$ cat config.mk
export PLATFORM = sky130hd
export DESIGN_NAME = seg7_scan_driver
export DESIGN_NICKNAME = d
export VERILOG_FILES = /design/src/rtl/seg7_scan_driver.sv
export SDC_FILE = /design/constraint.sdc
export NUM_CORES = 1
export LEC_CHECK = 0
export ABC_AREA = 1
export CAP_MARGIN = 5
export CORE_UTILIZATION = 57
export CTS_CLUSTER_SIZE = 28
export DETAILED_ROUTE_END_ITERATION = 8
export PLACE_DENSITY = 0.76
export SYNTH_ARGS = -nofsm -noshare
export SYNTH_HDL_FRONTEND = slang
export SYNTH_SLANG_ARGS = --single-unit
$ cat constraint.sdc
create_clock -name clk_i -period 1.8 [get_ports clk_i]
set_input_delay 0.27 -clock clk_i [delete_from_list [all_inputs] [get_ports clk_i]]
set_output_delay 0.27 -clock clk_i [all_outputs]
set_load 0.02 [all_outputs]
$ cat src/rtl/seg7_scan_driver.sv
// Six-position common-anode 7-segment scan driver with frame-aligned valid/ready update.
// Optional anode-switch guard blanking is enabled by defining SEG7_GHOST_BLANK_EN.
module seg7_scan_driver #(
    parameter int CLK_DIV = 50000,
    parameter int GUARD   = 4
) (
    input  logic            clk_i,
    input  logic            rst_ni,
    input  logic            valid_i,
    output logic            ready_o,
    input  logic [4:0][7:0] dig_i,
    input  logic [7:0]      sign_i,
    output logic [5:0]      an_o,
    output logic [6:0]      seg_o
);

    localparam int         CW         = $clog2(CLK_DIV);
    localparam logic [7:0] SIGN_MINUS = 8'h0D;
    localparam logic [6:0] SEG_BLANK  = 7'h7F;
    localparam logic [6:0] SEG_MINUS  = 7'h3F;
    localparam logic [6:0] SEG_ERR    = 7'h06;

    if (CLK_DIV < 8 || CLK_DIV > (1 << 20) || GUARD >= CLK_DIV) begin : g_bad_params
        $error("seg7_scan_driver: illegal CLK_DIV/GUARD combination");
    end

    function automatic logic [6:0] f_decode(input logic [7:0] d);
        logic [6:0] s;
        case (d)
            8'd0:    s = 7'h40;
            8'd1:    s = 7'h79;
            8'd2:    s = 7'h24;
            8'd3:    s = 7'h30;
            8'd4:    s = 7'h19;
            8'd5:    s = 7'h12;
            8'd6:    s = 7'h02;
            8'd7:    s = 7'h78;
            8'd8:    s = 7'h00;
            8'd9:    s = 7'h10;
            default: s = SEG_ERR;
        endcase
        return s;
    endfunction

    logic [CW-1:0]   r_cnt;
    logic [2:0]      r_idx;
    logic            r_pend_full;
    logic [4:0][7:0] r_pend_dig;
    logic [7:0]      r_pend_sign;
    logic [4:0][7:0] r_disp_dig;
    logic [7:0]      r_disp_sign;
    logic [5:0]      r_an;
    logic [6:0]      r_seg;

    logic            w_tick;
    logic            w_frame_end;
    logic            w_accept;
    logic [4:1]      w_nz;
    logic [5:0]      w_an_next;
    logic [6:0]      w_seg_next;

    assign w_tick      = (r_cnt == CW'(CLK_DIV - 1));
    assign w_frame_end = w_tick && (r_idx == 3'd5);
    assign w_accept    = valid_i && !r_pend_full;

    // NOTE: sequential state uses non-blocking assignments so every register samples pre-edge values.
    always_ff @(posedge clk_i or negedge rst_ni) begin
        if (!rst_ni) begin
            r_cnt <= '0;
            r_idx <= '0;
        end else if (w_tick) begin
            r_cnt <= '0;
            r_idx <= (r_idx == 3'd5) ? 3'd0 : r_idx + 3'd1;
        end else begin
            r_cnt <= r_cnt + CW'(1);
        end
    end

    // NOTE: the display register is reset too, since reset must show a defined 0 rather than stale digits.
    always_ff @(posedge clk_i or negedge rst_ni) begin
        if (!rst_ni) begin
            r_pend_full <= 1'b0;
            r_pend_dig  <= '0;
            r_pend_sign <= '0;
            r_disp_dig  <= '0;
            r_disp_sign <= '0;
        end else if (w_accept) begin
            // Acceptance needs an empty buffer, so it can never coincide with a transfer to display.
            r_pend_dig  <= dig_i;
            r_pend_sign <= sign_i;
            r_pend_full <= 1'b1;
        end else if (w_frame_end && r_pend_full) begin
            r_disp_dig  <= r_pend_dig;
            r_disp_sign <= r_pend_sign;
            r_pend_full <= 1'b0;
        end
    end

    // NOTE: every combinational output gets a default first so no path can infer a latch.
    always_comb begin
        w_nz[4]    = |r_disp_dig[4];
        w_nz[3]    = |r_disp_dig[3] | w_nz[4];
        w_nz[2]    = |r_disp_dig[2] | w_nz[3];
        w_nz[1]    = |r_disp_dig[1] | w_nz[2];
        w_an_next  = ~(6'b000001 << r_idx);
        w_seg_next = SEG_BLANK;
        case (r_idx)
            3'd0:    w_seg_next = f_decode(r_disp_dig[0]);
            3'd1:    w_seg_next = w_nz[1] ? f_decode(r_disp_dig[1]) : SEG_BLANK;
            3'd2:    w_seg_next = w_nz[2] ? f_decode(r_disp_dig[2]) : SEG_BLANK;
            3'd3:    w_seg_next = w_nz[3] ? f_decode(r_disp_dig[3]) : SEG_BLANK;
            3'd4:    w_seg_next = w_nz[4] ? f_decode(r_disp_dig[4]) : SEG_BLANK;
            3'd5:    w_seg_next = (r_disp_sign == SIGN_MINUS) ? SEG_MINUS : SEG_BLANK;
            default: w_seg_next = SEG_BLANK;
        endcase
`ifdef SEG7_GHOST_BLANK_EN
        if (r_cnt < CW'(GUARD)) begin
            w_an_next  = 6'h3F;
            w_seg_next = SEG_BLANK;
        end
`endif
    end

    always_ff @(posedge clk_i or negedge rst_ni) begin
        if (!rst_ni) begin
            r_an  <= 6'h3F;
            r_seg <= SEG_BLANK;
        end else begin
            r_an  <= w_an_next;
            r_seg <= w_seg_next;
        end
    end

    assign an_o    = r_an;
    assign seg_o   = r_seg;
    assign ready_o = !r_pend_full;

endmodule
==> report_table.html <==
<table>
<tr><th>Metric</th><th>Value</th></tr>
<tr><th colspan="2">Run status</th></tr>
<tr><td>Status</td><td>complete, no violations</td></tr>
<tr><th colspan="2">Cells and area</th></tr>
<tr><td>Area Overhead vs Synth</td><td>27.8%</td></tr>
<tr><td>Final Instance Area</td><td>8230 um2</td></tr>
<tr><td>Multi-input logic area</td><td>2690 um2</td></tr>
<tr><td>Fraction of layout instances using a drive strength above 1</td><td>10.9%</td></tr>
<tr><td>Antenna fix cells</td><td>0</td></tr>
<tr><td>Combined flip-flop and latch cell area</td><td>3250 um2</td></tr>
<tr><td>Fill count</td><td>749</td></tr>
<tr><td>Count of nets after finishing</td><td>972</td></tr>
<tr><th colspan="2">Synth</th></tr>
<tr><td>Top post-synthesis cells by count</td><td>163 x sky130_fd_sc_hd__nand2_1, 121 x sky130_fd_sc_hd__inv_1, 116 x sky130_fd_sc_hd__dfrtp_1, 113 x sky130_fd_sc_hd__nor2_1, 68 x sky130_fd_sc_hd__a21oi_1</td></tr>
<tr><td>Number of warning messages in the yosys log</td><td>0</td></tr>
<tr><td>Syn Inst Count</td><td>799</td></tr>
<tr><td>Count of distinct cell types in the synthesized netlist</td><td>31</td></tr>
<tr><td>Most used flip-flop cell after synthesis</td><td>sky130_fd_sc_hd__dfrtp_1</td></tr>
<tr><td>Flop and latch count out of synthesis</td><td>129</td></tr>
<tr><td>Most repeated cell in the gate-level netlist after synthesis</td><td>sky130_fd_sc_hd__nand2_1</td></tr>
<tr><td>Cell taking the most area after synthesis</td><td>sky130_fd_sc_hd__dfrtp_1</td></tr>
<tr><td>Share of the synthesized area in the top cell type</td><td>45.1%</td></tr>
<tr><td>Fraction of registers with async set or reset after synthesis</td><td>100%</td></tr>
<tr><td>Number of nets produced by synthesis</td><td>882</td></tr>
<tr><td>Synthesized area</td><td>6440 um2</td></tr>
<tr><td>Sequential area share after synthesis</td><td>50.4%</td></tr>
<tr><td>Average footprint of a synthesized cell</td><td>8.06 um2</td></tr>
<tr><td>Synth area leaders</td><td>sky130_fd_sc_hd__dfrtp_1 45%, sky130_fd_sc_hd__nand2_1 9.5%, sky130_fd_sc_hd__inv_1 7.1%, sky130_fd_sc_hd__nor2_1 6.6%, sky130_fd_sc_hd__ha_1 6.2%</td></tr>
<tr><td>Number of flops mapped to enable cells by yosys</td><td>0</td></tr>
<tr><th colspan="2">Floorplanning</th></tr>
<tr><td>Die Span Y</td><td>108 um</td></tr>
<tr><td>Starting density of the core</td><td>58.9%</td></tr>
<tr><td>Total core area</td><td>10900 um2</td></tr>
<tr><td>Full die area</td><td>11700 um2</td></tr>
<tr><td>Standard-cell row count</td><td>38</td></tr>
<tr><td>I/O pin cnt</td><td>65</td></tr>
<tr><td>Chip Width</td><td>108 um</td></tr>
<tr><th colspan="2">GRT</th></tr>
<tr><td>Total grt overflow</td><td>0</td></tr>
<tr><td>Largest net degree at the start of global routing</td><td>63</td></tr>
<tr><td>Global-route wire length before repair</td><td>22500 um</td></tr>
<tr><td>Vias in the first global route</td><td>5191</td></tr>
<tr><td>Number of antenna violations at the first check in global routing</td><td>0</td></tr>
<tr><td>GRT Util Overall</td><td>24.9%</td></tr>
<tr><th colspan="2">Detailed routing</th></tr>
<tr><td>Avg Vias per Cell</td><td>5.22</td></tr>
<tr><td>Sum of routed wire length over all layers</td><td>14900 um</td></tr>
<tr><td>First DRT Iteration DRCs</td><td>428</td></tr>
<tr><td>DR pass1 iterations</td><td>5</td></tr>
<tr><td>Residual DRC</td><td>0</td></tr>
<tr><td>Remaining antenna violation count after routing</td><td>0</td></tr>
<tr><td>Via Count</td><td>5443</td></tr>
<tr><td>Average wire per cell in the routed design</td><td>14.3 um</td></tr>
<tr><th colspan="2">Critical path</th></tr>
<tr><td>Endpoint kind of the worst setup timing path</td><td>flop</td></tr>
<tr><td>Arrival time reported for the critical path endpoint</td><td>2.08 ns</td></tr>
<tr><td>Data required, critical path</td><td>2.09 ns</td></tr>
<tr><td>Classification of the worst setup path</td><td>reg -&gt; reg</td></tr>
<tr><td>Largest fanout of any net on the critical path</td><td>9</td></tr>
<tr><td>Timing startpoint of the critical path</td><td>r_cnt[7]</td></tr>
<tr><td>Critical Path Source Type</td><td>flop</td></tr>
<tr><td>Reg2reg start</td><td>r_cnt[7]</td></tr>
<tr><th colspan="2">Placed design</th></tr>
<tr><td>Post-placement worst setup slack</td><td>0.102 ns</td></tr>
<tr><td>Placed standard-cell area</td><td>7280 um2</td></tr>
<tr><td>Total half-perimeter wirelength after legalization and detailed placement</td><td>9200 um</td></tr>
<tr><td>Routability cong.</td><td>0.884</td></tr>
<tr><td>Buffers on Ports</td><td>64</td></tr>
<tr><th colspan="2">Run</th></tr>
<tr><td>Number of max-capacitance violations reported</td><td>0</td></tr>
<tr><th colspan="2">Timing</th></tr>
<tr><td>Number of endpoints failing setup at the final stage</td><td>0</td></tr>
<tr><td>Clock skew after layout</td><td>0.00855 ns</td></tr>
<tr><td>Slew @ Worst Pin</td><td>0.430 ns</td></tr>
<tr><td>Worst setup slack after layout</td><td>0.00985 ns</td></tr>
<tr><td>Max Transition Viols Final</td><td>0</td></tr>
<tr><td>Final Hold Violating Endpoints</td><td>0</td></tr>
<tr><td>Total Negative Setup Slacks</td><td>0 ns</td></tr>
<tr><td>Fmax achieved</td><td>559 MHz</td></tr>
<tr><td>Tcrit/Tclk final</td><td>99.5%</td></tr>
<tr><td>Time the worst path needs with I/O delays and setup</td><td>1.79 ns</td></tr>
<tr><td>Relative max-transition margin</td><td>71.4%</td></tr>
<tr><th colspan="2">Pwr</th></tr>
<tr><td>Peak supply drop</td><td>770 uV</td></tr>
<tr><td>Power per Cell Area</td><td>856 nW/um2</td></tr>
<tr><td>Pleak</td><td>4.21 nW</td></tr>
<tr><th colspan="2">Min path</th></tr>
<tr><td>Worst min-delay path category</td><td>in -&gt; async</td></tr>
<tr><th colspan="2">Clocking</th></tr>
<tr><td>Deepest level of the CTS H-tree</td><td>4</td></tr>
<tr><td>Clock transition at the registers of the reported paths</td><td>0.05 ns</td></tr>
<tr><td>TritonCTS Buffers</td><td>17</td></tr>
<tr><td>Largest buffer count on any clock path</td><td>2</td></tr>
<tr><td>CTS sink count</td><td>129</td></tr>
<tr><td>Worst skew pair latency</td><td>0.42 ns</td></tr>
<tr><td>Root Driver</td><td>sky130_fd_sc_hd__clkbuf_16</td></tr>
<tr><td>CTS tree</td><td>done</td></tr>
</table>
registers in the layout, summed over array words and instances, names as in the netlist:
register,flops
r_pend_sign,8
r_cnt,16
r_pend_dig,40
seg_o,7
r_pend_full,1
r_disp_sign,8
r_idx,3
r_disp_dig,40
an_o,6
kinds of logic after synthesis:
group / after synthesis / synth area share, %
fa+ha+maj: 32 / 6.22
compound gates: 146 / 11.5
simple gates: 341 / 22.0
buf+inv: 144 / 8.92
flops: 129 / 50.4
xor+xnor: 7 / 0.953
through the flow:
| step | utilization, % | power, W | hold slack, ns | cells |
|---|---|---|---|---|
| 2_1_floorplan | - | 0.00323 | -0.0256 | 799 |
| 3_5_place_dp | 66.5 | 0.00345 | 0.242 | 994 |
| 6_report | 75.2 | 0.00704 | 0.328 | 1042 |
| 5_1_grt | 75.2 | 0.00727 | 0.379 | 1042 |
| 4_1_cts | 72.4 | 0.00707 | 0.338 | 1027 |
| 3_3_place_gp | 66.5 | 0.00343 | 0.234 | 994 |
layer usage:
layer | routed length (um) | GRT usage, %
met4 | 286 | 9.27
met3 | 651 | 5.67
met1 | 6360 | 30.5
met2 | 7560 | 42.8
met5 | 0 | 0
cell usage in the layout (no fill, tap or decap), types with 3 or more instances in the layout:
master                            netlist  final
sky130_fd_sc_hd__nand2_1              163    160
sky130_fd_sc_hd__inv_1                121    116
sky130_fd_sc_hd__dfrtp_1              116    115
sky130_fd_sc_hd__nor2_1               113    111
sky130_fd_sc_hd__a21oi_1               68     68
sky130_fd_sc_hd__clkdlybuf4s50_1        0     49
sky130_fd_sc_hd__o21ai_1               48     47
sky130_fd_sc_hd__nand3_1               39     38
sky130_fd_sc_hd__ha_1                  32     31
sky130_fd_sc_hd__o21ai_0               26     26
sky130_fd_sc_hd__clkbuf_16              0     21
sky130_fd_sc_hd__dfstp_2               13     13
sky130_fd_sc_hd__buf_4                  0     12
sky130_fd_sc_hd__dlymetal6s2s_1         0      9
sky130_fd_sc_hd__nor3_1                 8      8
sky130_fd_sc_hd__inv_2                  3      7
sky130_fd_sc_hd__nand4_1                7      7
sky130_fd_sc_hd__xor2_1                 7      7
sky130_fd_sc_hd__buf_12                 0      7
sky130_fd_sc_hd__dlygate4sd2_1          0      5
sky130_fd_sc_hd__nor2_4                 2      4
sky130_fd_sc_hd__bufinv_16              0      4
sky130_fd_sc_hd__nand2_2                1      3
sky130_fd_sc_hd__nand3_2                1      3
sky130_fd_sc_hd__clkinv_2               0      3
sky130_fd_sc_hd__clkinvlp_4             0      3
layout make-up:
type | count | share of cell area [%]
Clock buffer | 19 | 5.50
Clock inverter | 13 | 2.24
Inverter | 124 | 5.72
Multi-Input combinational cell | 528 | 32.7
Sequential cell | 129 | 39.4
Tap cell | 140 | 2.13
Timing Repair Buffer | 89 | 12.3
path summary, 6_finish.rpt:
kind	end	slack, ns	cells past startpoint
hold / removal	r_cnt[12]	0.33	2
setup / recovery	r_disp_dig[36]	0.01	9
min in group clk_i	r_pend_dig[12]	0.42	3
setup reg to reg	r_disp_dig[36]	0.01	9
max in group asynchronous	an_o[2]	0.80	3
hold reg to reg	r_cnt[0]	0.46	1
worst max-delay path: stages, from the launching register on:
cell                      delay, ns
sky130_fd_sc_hd__dfrtp_1       0.40
sky130_fd_sc_hd__inv_1         0.13
sky130_fd_sc_hd__nand4_1       0.23
sky130_fd_sc_hd__nor2_4        0.17
sky130_fd_sc_hd__nand2_4       0.08
sky130_fd_sc_hd__inv_6         0.08
sky130_fd_sc_hd__nand3_4       0.19
sky130_fd_sc_hd__buf_12        0.22
sky130_fd_sc_hd__nand2_1       0.07
sky130_fd_sc_hd__o21ai_1       0.09
power breakdown:
group	switching, W	total (W)	internal [W]	leakage, nW
logic	0.000179	0.000338	0.000159	2.33
clock network	0.00125	0.00364	0.00239	0.305
registers	0.0000354	0.00306	0.00303	1.57
total	0.00147	0.00704	0.00557	4.21
repair_timing:
action,CTS,global route
setup endpoints to repair,5,62
pin swaps,0,7
hold buffers,1,0
gates cloned,0,8
buffers inserted,0,7
gates resized for setup,5,35
endpoints found under the hold margin,29,0
Note: power is estimated with default switching activity, not from simulation.
